### src/rtl/arbitro_rr_umbral.sv
// Round-robin reader for the transaction-layer input FIFOs, feeding one downstream FIFO.
// Back-pressure uses hysteresis between the programmed high and low occupancy thresholds.
module arbitro_rr_umbral #(
   parameter int NUM_IN = 4,
   parameter int DATA_W = 6,
   parameter int OCC_W  = 4,
   localparam int LANE_W = $clog2(NUM_IN)
) (
   input  logic                     clk,
   input  logic                     reset,
   input  logic [2:0]               umbral_alto,
   input  logic [2:0]               umbral_bajo,
   input  logic [NUM_IN-1:0]        fifo_empty,
   input  logic [NUM_IN*DATA_W-1:0] fifo_data,
   output logic [NUM_IN-1:0]        fifo_pop,
   input  logic [OCC_W-1:0]         out_occ,
   output logic                     out_push,
   output logic [DATA_W-1:0]        out_data,
   output logic [LANE_W-1:0]        out_lane,
   output logic                     pause,
   output logic                     vacio
);

   typedef enum logic [1:0] {
      ST_IDLE  = 2'd0,
      ST_SERVE = 2'd1,
      ST_PAUSE = 2'd2
   } state_t;

   state_t              state_r;
   state_t              state_next_s;
   logic [LANE_W-1:0]   ptr_r;
   logic [LANE_W-1:0]   ptr_next_s;
   logic [LANE_W-1:0]   pop_lane_r;
   logic [LANE_W-1:0]   grant_idx_s;
   logic [LANE_W-1:0]   cand_s;
   logic                grant_found_s;
   logic [NUM_IN-1:0]   pop_next_s;
   logic                pause_next_s;
   logic                all_empty_s;

   assign all_empty_s = &fifo_empty;

   // First non-empty lane at or after ptr, wrapping modulo NUM_IN.
   always_comb begin
      grant_found_s = 1'b0;
      grant_idx_s   = {LANE_W{1'b0}};
      cand_s        = {LANE_W{1'b0}};
      for (int i = 0; i < NUM_IN; i++) begin
         cand_s = ptr_r + LANE_W'(i);
         if (!grant_found_s && !fifo_empty[cand_s]) begin
            grant_found_s = 1'b1;
            grant_idx_s   = cand_s;
         end else begin
            grant_found_s = grant_found_s;
         end
      end
   end

   // Hysteresis: set wins over clear so crossed thresholds act as a plain comparator.
   always_comb begin
      pause_next_s = pause;
      if (out_occ >= OCC_W'(umbral_alto)) begin
         pause_next_s = 1'b1;
      end else if (out_occ <= OCC_W'(umbral_bajo)) begin
         pause_next_s = 1'b0;
      end else begin
         pause_next_s = pause;
      end
   end

   // Next state, next pop strobe and next round-robin pointer.
   always_comb begin
      state_next_s = state_r;
      pop_next_s   = {NUM_IN{1'b0}};
      ptr_next_s   = ptr_r;
      case (state_r)
         ST_IDLE: begin
            if (pause) begin
               state_next_s = ST_PAUSE;
            end else if (!all_empty_s) begin
               state_next_s = ST_SERVE;
            end else begin
               state_next_s = ST_IDLE;
            end
         end
         ST_SERVE: begin
            if (pause) begin
               state_next_s = ST_PAUSE;
            end else if (grant_found_s) begin
               state_next_s = ST_SERVE;
               pop_next_s   = {{(NUM_IN-1){1'b0}}, 1'b1} << grant_idx_s;
               ptr_next_s   = grant_idx_s + {{(LANE_W-1){1'b0}}, 1'b1};
            end else begin
               state_next_s = ST_IDLE;
            end
         end
         ST_PAUSE: begin
            if (pause) begin
               state_next_s = ST_PAUSE;
            end else if (!all_empty_s) begin
               state_next_s = ST_SERVE;
            end else begin
               state_next_s = ST_IDLE;
            end
         end
         default: begin
            state_next_s = ST_IDLE;
         end
      endcase
   end

   // State, pointer, pause and pop strobe registers.
   always_ff @(posedge clk) begin
      if (reset) begin
         state_r    <= ST_IDLE;
         ptr_r      <= {LANE_W{1'b0}};
         pause      <= 1'b0;
         fifo_pop   <= {NUM_IN{1'b0}};
         pop_lane_r <= {LANE_W{1'b0}};
      end else begin
         state_r  <= state_next_s;
         ptr_r    <= ptr_next_s;
         pause    <= pause_next_s;
         fifo_pop <= pop_next_s;
         if (|pop_next_s) begin
            pop_lane_r <= grant_idx_s;
         end else begin
            pop_lane_r <= pop_lane_r;
         end
      end
   end

   // Read pipeline: the word of the popped lane is forwarded one cycle after the pop.
   always_ff @(posedge clk) begin
      if (reset) begin
         out_push <= 1'b0;
         out_data <= {DATA_W{1'b0}};
         out_lane <= {LANE_W{1'b0}};
         vacio    <= 1'b1;
      end else begin
         out_push <= |fifo_pop;
         if (|fifo_pop) begin
            out_data <= fifo_data[int'(pop_lane_r)*DATA_W +: DATA_W];
            out_lane <= pop_lane_r;
         end else begin
            out_data <= out_data;
            out_lane <= out_lane;
         end
         vacio <= all_empty_s && (state_r != ST_SERVE) && !(|fifo_pop);
      end
   end

endmodule

### config.mk
export PLATFORM = sky130hd
export DESIGN_NAME = arbitro_rr_umbral
export DESIGN_NICKNAME = d
export VERILOG_FILES = /design/src/rtl/arbitro_rr_umbral.sv
export SDC_FILE = /design/constraint.sdc
export NUM_CORES = 1
export LEC_CHECK = 0
export CAP_MARGIN = 40
export CORE_MARGIN = 4
export CORE_UTILIZATION = 42
export CTS_BUF_LIST = sky130_fd_sc_hd__clkbuf_4 sky130_fd_sc_hd__clkbuf_8 sky130_fd_sc_hd__clkbuf_16
export DETAILED_ROUTE_END_ITERATION = 8
export PLACE_DENSITY = 0.85
export SYNTH_ARGS = -nofsm -noshare
export SYNTH_HDL_FRONTEND = slang
export SYNTH_SLANG_ARGS = --single-unit
### constraint.sdc
create_clock -name clk -period 3.4 [get_ports clk]
set_clock_uncertainty 0.2 [all_clocks]
set_input_delay 0.51 -clock clk [delete_from_list [all_inputs] [get_ports clk]]
set_output_delay 0.51 -clock clk [all_outputs]
set_load 0.03 [all_outputs]
==> flow_summary.yaml, run 1 <==
timing:
  finalHoldViolCount: 0
  min_period_ns: 2.16
  drv_slew: 0
  fin_crit_sh_pct: 63.6
  tns_ns: 0
  maxSlewHeadroom_pct: 44.8
  worstMarginPinSlew_ns: 0.822
  rsz0062_at_grt: "no"
  fmax_mhz: 463
  finalWorstSetupSlack_ns: 1.24
  setup_violations: 0
cells_and_area:
  drive_gt1_share_pct: 9.30
  syn2layout_area_growth_pct: 53.2
  ff_latch_area_um2: 420
  multi_input_area_um2: 626
  finish.net_count: 219
  nFillCells: 214
  layout_common_cells: "clkdlybuf4s50_1, dfxtp_1, nand2_1"
  antenna_cells: 0
  final_common_cell: "clkdlybuf4s50_1"
worst_setup_path:
  cp.required_ns: 2.69
  end_kind: "output port"
  start_kind: "flop"
  r2r-end: "out_data[3]"
  cp_slowest_cell: "clkdlybuf4s50_1"
  crit_fanout: 6
  rrSetupSlack_ns: 1.71
  arrival_ns: 1.45
  r2r_start: "pop_lane_r[0]"
  crit_type: "reg -> out"
  cp_num_buf_inv: 1
  crit_family: "buffers and inverters"
  reg2reg_depth: 3
  critPathMaxStageDelay_ns: 0.73
  path_cells: "clkdlybuf4s50_1"
synthesis:
  yosys-top-cells-area: "dfxtp_1, mux4_2, ha_1, nand2_1, a21oi_1"
  synth_top_area_share_pct: 38.2
  ys_types: 37
  yosysWarnings: 0
  synth_top_flop_cell: "dfxtp_1"
  synth_edf_count: 0
  synth_area_per_cell_um2: 9.24
  post_synth_inst_count: 119
  syn-num-nets: 165
  ys_ff_latch: 21
  ys_seq_area_share_pct: 38.2
  synthesis.area_um2: 1100
  post-synth-top-area-cell: "dfxtp_1"
  synthArstFlopShare_pct: 0
clock_tree:
  root_buffer: "clkbuf_4"
  cts_buffer_depth: 2
  post_cts_buffers: 0
  clkTransAtPathRegs_ns: 0.11
  cts_sinks: 21
  clkLatencyLatePin_ns: 0.29
  htree_levels: 1
  cts_resized: 0
  cts_buffers: 3
  ctsHoldBuffers: 0
  cts_tree: "yes"
route:
  vias_per_cell: 5.26
  ant_nets: 0
  first_pass_iters: 4
  drt-total-wl_um: 2780
  first_iter_violations: 7
  avgRoutedWirePerCell_um: 13.8
  vias: 1062
  drc_errors: 0
hold_path:
  min_path_cells: 2
  min_path_type: "reg -> reg"
  hp-start: "out_data[4]"
  min_to: "out_data[4]"
die:
  design.core.area_um2: 2480
  start_util_pct: 44.4
  die_area_um2: 3500
  rows: 18
  io_pins: 55
  die_h_um: 59.2
  fp.dieW_um: 59.2
global_route:
  grt_usage_pct: 16.8
  grt_max_degree: 18
  grt_pass1_vias: 1087
  grt_pass1_wl_um: 4390
  grt_remaining_overflow: 0
  antenna_found_initial: 0
power_and_ir_drop:
  power_density_nw_per_um2: 309
  peakVddDrop_v: 0.000208
  p_leak_nw: 0.634
job:
  maxCapViolations: 0
status:
  status: "complete, no violations"
placement:
  place_congestion: 0.782
  io_buffers: 54
  place_ws_ns: 1.09
  dp_hpwl_um: 2370
state kept, by name, indices dropped and copies added (netlist names):
| signal | cells |
|---|---|
| fifo_pop | 4 |
| ptr_r | 2 |
| vacio | 1 |
| out_lane | 2 |
| pop_lane_r | 2 |
| out_push | 1 |
| state_r | 2 |
| out_data | 6 |
| pause | 1 |
stage by stage:
stage	util (%)	area [um^2]	hold WS, ns	cells	total power [W]
after detailed placement	66.9	1660	0.246	198	0.000415
after global routing	68.0	1690	0.296	202	0.000548
final	68.0	1690	0.259	202	0.000520
after CTS	68.0	1690	0.260	202	0.000525
after global placement	66.9	1660	0.240	198	0.000409
after floorplan	-	1100	0.332	119	0.000342
cell type report:
| type | instances | area share, % |
|---|---|---|
| tap | 30 | 2.23 |
| timing repair buffer | 54 | 32.1 |
| inverter | 9 | 2.00 |
| clock buffer | 3 | 1.34 |
| multi-input combinational | 84 | 37.1 |
| sequential | 21 | 24.9 |
| clock inverter | 1 | 0.297 |
cells in the mapped netlist (all sizes together) (2+ instances only):
cell / n
clkbuf: 3
a31oi: 2
dfxtp: 21
o21ai: 2
and2: 2
a21oi: 12
ha: 6
o21a: 2
or2: 2
or3: 2
inv: 9
nor2: 7
nand2: 19
mux4: 6
nand3b: 2
o211ai: 3
buf: 2
how the worst max path moves through the flow:
stage,startpoint,end,depth (start not counted)
floorplan,fifo_empty[3],pop_lane_r[1],4
global placement,fifo_empty[2],pop_lane_r[1],5
detailed placement,fifo_empty[2],pop_lane_r[1],5
CTS,pause,pause,1
global route,pause,pause,1
finish,pause,pause,1
power breakdown:
part	internal [W]	switching (W)
Sequential	0.000257	0.0000113
Combinational	0.0000833	0.0000568
Clock	0.0000438	0.0000680
metal layers:
| metal | vias to the layer above | GRT usage, % | share of wire (%) |
|---|---|---|---|
| li1 | 531 | - | - |
| met1 | 473 | 14.8 | 35 |
| met2 | 52 | 32.2 | 47 |
| met3 | 6 | 6.32 | 16 |
| met4 | 0 | 9.06 | 2.1 |
| met5 | - | 0 | 0 |
cell families (layout without fill, tap and decap cells):
group / after synthesis / after routing / synth area share [%]
DFF: 21 / 21 / 38.2
adders and majority gates: 6 / 6 / 6.83
and+or+nand+nor: 44 / 44 / 21.3
AOI/OAI and AO/OA: 27 / 27 / 15.6
buffers and inverters: 14 / 67 / 4.89
muxes: 7 / 7 / 13.2
(Power assumes the default switching activity.)
==> inputs of run 2 (changes only) <==
- CORE_UTILIZATION: 42 -> 36
- PLACE_DENSITY: 0.85 -> 0.78
- clock period: 3.4 -> 1.9 ns (I/O delays scaled with it)
==> run 2 against run 1 <==
  * First-iteration DRC count rose to 4.3 times the previous value
  * Critical path type unchanged
  * Sequential cell count is the same
  * Sequential power rose by 77%
  * Total power is 83% higher
  * Clock-buffer cell count up 1
  * Routed wire length increased by 3.8%
  * Sequential share of layout area decreased by 0.68 points
  * Setup slack got worse by 1.2 ns
  * Core utilization decreased by 6.8 points
==> flow_summary.yaml, run 2 (synthesis results as in run 1) <==
route:
  vias_per_cell: 5.21
  drc_errors: 0
  first_pass_iters: 4
  vias: 1089
  ant_nets: 0
  drt-total-wl_um: 2890
  first_iter_violations: 30
  avgRoutedWirePerCell_um: 13.8
die:
  io_pins: 55
  die_area_um2: 4000
  die_h_um: 63.3
  fp.dieW_um: 63.3
  rows: 19
  design.core.area_um2: 2830
  start_util_pct: 38.9
worst_setup_path:
  cp_slowest_cell: "clkdlybuf4s50_1"
  crit_type: "reg -> out"
  end_kind: "output port"
  arrival_ns: 1.34
  cp_num_buf_inv: 1
  crit_family: "buffers and inverters"
  critPathMaxStageDelay_ns: 0.68
  crit_fanout: 3
  path_cells: "clkdlybuf4s50_1"
  start_kind: "flop"
  cp.required_ns: 1.41
timing:
  fmax_mhz: 547
  setup_violations: 0
  fin_crit_sh_pct: 96.3
  worstMarginPinSlew_ns: 0.384
  rsz0062_at_grt: "no"
  min_period_ns: 1.83
  drv_slew: 0
  whs_ns: 0.257
  finalHoldViolCount: 0
  maxSlewHeadroom_pct: 74.4
  finalWorstSetupSlack_ns: 0.0709
clock_tree:
  root_buffer: "clkbuf_4"
  cts_buffers: 3
  cts_resized: 1
  post_cts_buffers: 0
  cts_sinks: 21
  clkTransAtPathRegs_ns: 0.11
  cts_buffer_depth: 2
  ctsHoldBuffers: 0
  clkLatencyLatePin_ns: 0.29
  htree_levels: 1
  cts_tree: "yes"
placement:
  dp_hpwl_um: 2450
  place_ws_ns: -0.150
  place_congestion: 0.746
  io_buffers: 54
cells_and_area:
  syn2layout_area_growth_pct: 57.6
  regMostFlops: "out_data"
  finish.net_count: 225
  drive_gt1_share_pct: 12.4
  antenna_cells: 0
  largest_reg_flops: 6
  layout_common_cells: "clkdlybuf4s50_1, dfxtp_1, nand2_1"
  largestRegisters: "out_data (6), fifo_pop (4)"
  nFillCells: 257
  final_common_cell: "clkdlybuf4s50_1"
power_and_ir_drop:
  power.internal_w: 0.000711
  p_comb_share_pct: 27.6
  switching_share_pct: 25.2
  clkPwrFrac_pct: 22.3
  peakVddDrop_v: 0.000214
  seq_power_share_pct: 50.1
  p_leak_nw: 0.666
  finalPower_w: 0.000952
  power_density_nw_per_um2: 549
  power.switching_w: 0.000240
global_route:
  grt_pass1_vias: 1102
  grt_remaining_overflow: 0
  antenna_found_initial: 0
  grt_usage_pct: 15.4
  grt_pass1_wl_um: 5000
  grt_max_degree: 17
job:
  maxCapViolations: 0
hold_path:
  min_path_type: "reg -> reg"
status:
  status: "complete, no violations"
## run 2: changes by cell type in the layout (fill, tap and decap cells not counted)
cell	before	now
clkinv_2	1	0
dlygate4sd2_1	0	1
clkdlybuf4s50_1	54	53
clkbuf_4	3	4
buf_4	0	6
## run 2: power groups by stage
stage               combinational, W  clock (W)  sequential, W
global placement            0.000257          0       0.000486
CTS                         0.000265   0.000219       0.000477
detailed placement          0.000265          0       0.000487
global route                0.000288   0.000238       0.000479
finish                      0.000263   0.000212       0.000477
floorplan                   0.000106          0       0.000505
## run 2: cell type report
type                    count  area (um^2)  area share (%)
clock buffers               4         30.0            1.73
inverters                   9         33.8            1.95
multi-input cells          84          626            36.1
flip-flops and latches     21          420            24.3
well taps                  31         38.8            2.24
repair buffers             60          584            33.7
## run 2: per-layer routing
layer | vias up | global-route usage, % | share of wire [%]
met2 | 52 | 26.5 | 45
met5 | - | 0 | 0
li1 | 545 | - | -
met1 | 490 | 16.8 | 43
met4 | 0 | 5.12 | 0.59
met3 | 2 | 7.10 | 11
## run 2: worst paths after layout
kind,startpoint,to,slack (ns),cells past startpoint
worst max-delay path,fifo_pop[0],fifo_pop[0],0.07,1
worst min-delay path,out_data[2],out_data[2],0.26,2
worst max register to register,ptr_r[1],ptr_r[0],0.22,4
worst min register to register,out_data[2],out_data[2],0.26,2
## run 2: metrics by stage
step           setup TNS (ns)  utilization, %  area (um^2)  cells
3_3_place_gp           -0.261            60.2         1700    205
3_5_place_dp           -0.556            60.2         1700    205
5_1_grt                     0            61.3         1730    209
4_1_cts                     0            61.3         1730    209
2_1_floorplan               0               -         1100    119
6_report                    0            61.3         1730    209
## run 2: worst register-to-register path: cells and delay by family (launching register included)
family / cells / cell delay (ns)
AOI/OAI and AO/OA: 1 / 0.37
DFF: 1 / 0.48
muxes: 1 / 0.15
and+or+nand+nor: 2 / 0.38
==> inputs of run 3 (changes only) <==
- CORE_UTILIZATION: 36 -> 33
- PLACE_DENSITY: 0.78 -> 0.71
==> run 3 against run 2 <==
  * Register-to-register slack is essentially flat
  * Sequential share of layout area down 0.23 points
  * First-iteration DRC count grew 20%
  * Sequential cell count unchanged
  * Final cell count rose by 6.2%
  * Die area up 7.9%
  * Global-route usage shrank 1.2 points
  * Clock power shrank 4%
  * Clock-buffer cell count down 1
  * Sequential power about the same
  * Largest power group unchanged
  * Highest routed layer unchanged
==> flow_summary.yaml, run 3 (synthesis results as in run 1) <==
timing:
  min_period_ns: 1.85
  worstMarginPinSlew_ns: 0.413
  setup_violations: 0
  whs_ns: 0.255
  fin_crit_sh_pct: 97.1
  rsz0062_at_grt: "no"
  fmax_mhz: 542
  drv_slew: 0
  finalHoldViolCount: 0
  maxSlewHeadroom_pct: 72.4
  finalWorstSetupSlack_ns: 0.0549
cells_and_area:
  antenna_cells: 0
  largest_reg_flops: 6
  syn2layout_area_growth_pct: 59.0
  layout_common_cells: "clkdlybuf4s50_1, dfxtp_1, nand2_1"
  finish.net_count: 225
  drive_gt1_share_pct: 12.4
  ff_latch_area_um2: 420
  finish.utilization_pct: 55.9
  nFillCells: 302
  multi_input_area_um2: 626
  final_common_cell: "clkdlybuf4s50_1"
  regMostFlops: "out_data"
  largestRegisters: "out_data (6), fifo_pop (4)"
  layout.cells.non_filler: 222
worst_setup_path:
  crit_type: "reg -> out"
  cp_num_buf_inv: 1
  crit_family: "buffers and inverters"
  cp.required_ns: 1.41
  arrival_ns: 1.36
  end_kind: "output port"
  crit_fanout: 3
  start_kind: "flop"
  cp_slowest_cell: "clkdlybuf4s50_1"
  path_cells: "clkdlybuf4s50_1"
  critPathMaxStageDelay_ns: 0.69
route:
  first_pass_iters: 4
  first_iter_violations: 36
  avgRoutedWirePerCell_um: 12.7
  vias_per_cell: 4.82
  ant_nets: 0
  drt-total-wl_um: 2820
  drc_errors: 0
  vias: 1070
clock_tree:
  cts_sinks: 21
  clkTransAtPathRegs_ns: 0.11
  cts_buffer_depth: 2
  cts_buffers: 3
  cts_tree: "yes"
  htree_levels: 1
  ctsHoldBuffers: 0
  post_cts_buffers: 0
  clkLatencyLatePin_ns: 0.29
  root_buffer: "clkbuf_4"
die:
  start_util_pct: 35.2
  die_area_um2: 4320
  design.core.area_um2: 3130
  fp.dieW_um: 65.7
  io_pins: 55
  rows: 20
  die_h_um: 65.7
global_route:
  grt_pass1_vias: 1114
  grt_remaining_overflow: 0
  grt_usage_pct: 14.2
  grt_max_degree: 17
  antenna_found_initial: 0
  grt_pass1_wl_um: 4830
power_and_ir_drop:
  power_density_nw_per_um2: 538
  peakVddDrop_v: 0.000186
  finalPower_w: 0.000942
  p_leak_nw: 0.684
placement:
  place_ws_ns: -0.166
  dp_hpwl_um: 2370
  io_buffers: 54
  placedCellCount: 218
  place_congestion: 0.774
hold_path:
  min_path_type: "reg -> reg"
job:
  maxCapViolations: 0
status:
  status: "complete, no violations"
## run 3: cell count changes in the layout (fill, tap and decap cells not counted), sizes merged
cell and change:
clkinv +1, clkdlybuf4s50 -1, dlymetal6s2s +1, clkbuf -1
## run 3: report_power, final
part / internal [W] / leakage, nW / switching [W]
sequential: 0.000460 / 0.171 / 0.0000195
clock: 0.0000783 / 0.0177 / 0.000126
combinational: 0.000155 / 0.495 / 0.000103
total: 0.000694 / 0.684 / 0.000248
## run 3: layout make-up
cell class | count | share of cell area [%]
Sequential cell | 21 | 24.0
Clock inverter | 1 | 0.286
Clock buffer | 3 | 1.29
Tap cell | 44 | 3.15
Multi-Input combinational cell | 84 | 35.8
Inverter | 9 | 1.93
Timing Repair Buffer | 60 | 33.5
## run 3: final timing paths
path,startpoint,to,cells after the start,slack (ns)
max,fifo_pop[3],fifo_pop[3],1,0.05
min,out_data[4],out_data[4],2,0.26
max reg2reg,ptr_r[1],ptr_r[0],4,0.23
min reg2reg,out_data[4],out_data[4],2,0.26
## run 3: timing repair
| item | 4_1_cts | 5_1_grt |
|---|---|---|
| endpoints found under the setup margin | 1 | 1 |
| gates cloned | 0 | 0 |
| resized for setup | 1 | 1 |
## run 3: layer usage
metal,global-route usage [%],up-vias,part of all wire [%]
met2,26.5,45,50
met4,4.66,0,0.50
met5,0,-,0
met1,14.5,482,39
li1,-,541,-
met3,4.96,2,10
## run 3: through the flow
stage | instance area (um^2) | setup TNS [ns]
after floorplan | 1100 | 0
after global placement | 1720 | -0.253
after detailed placement | 1720 | -0.554
after CTS | 1750 | 0
after global routing | 1750 | 0
final | 1750 | 0
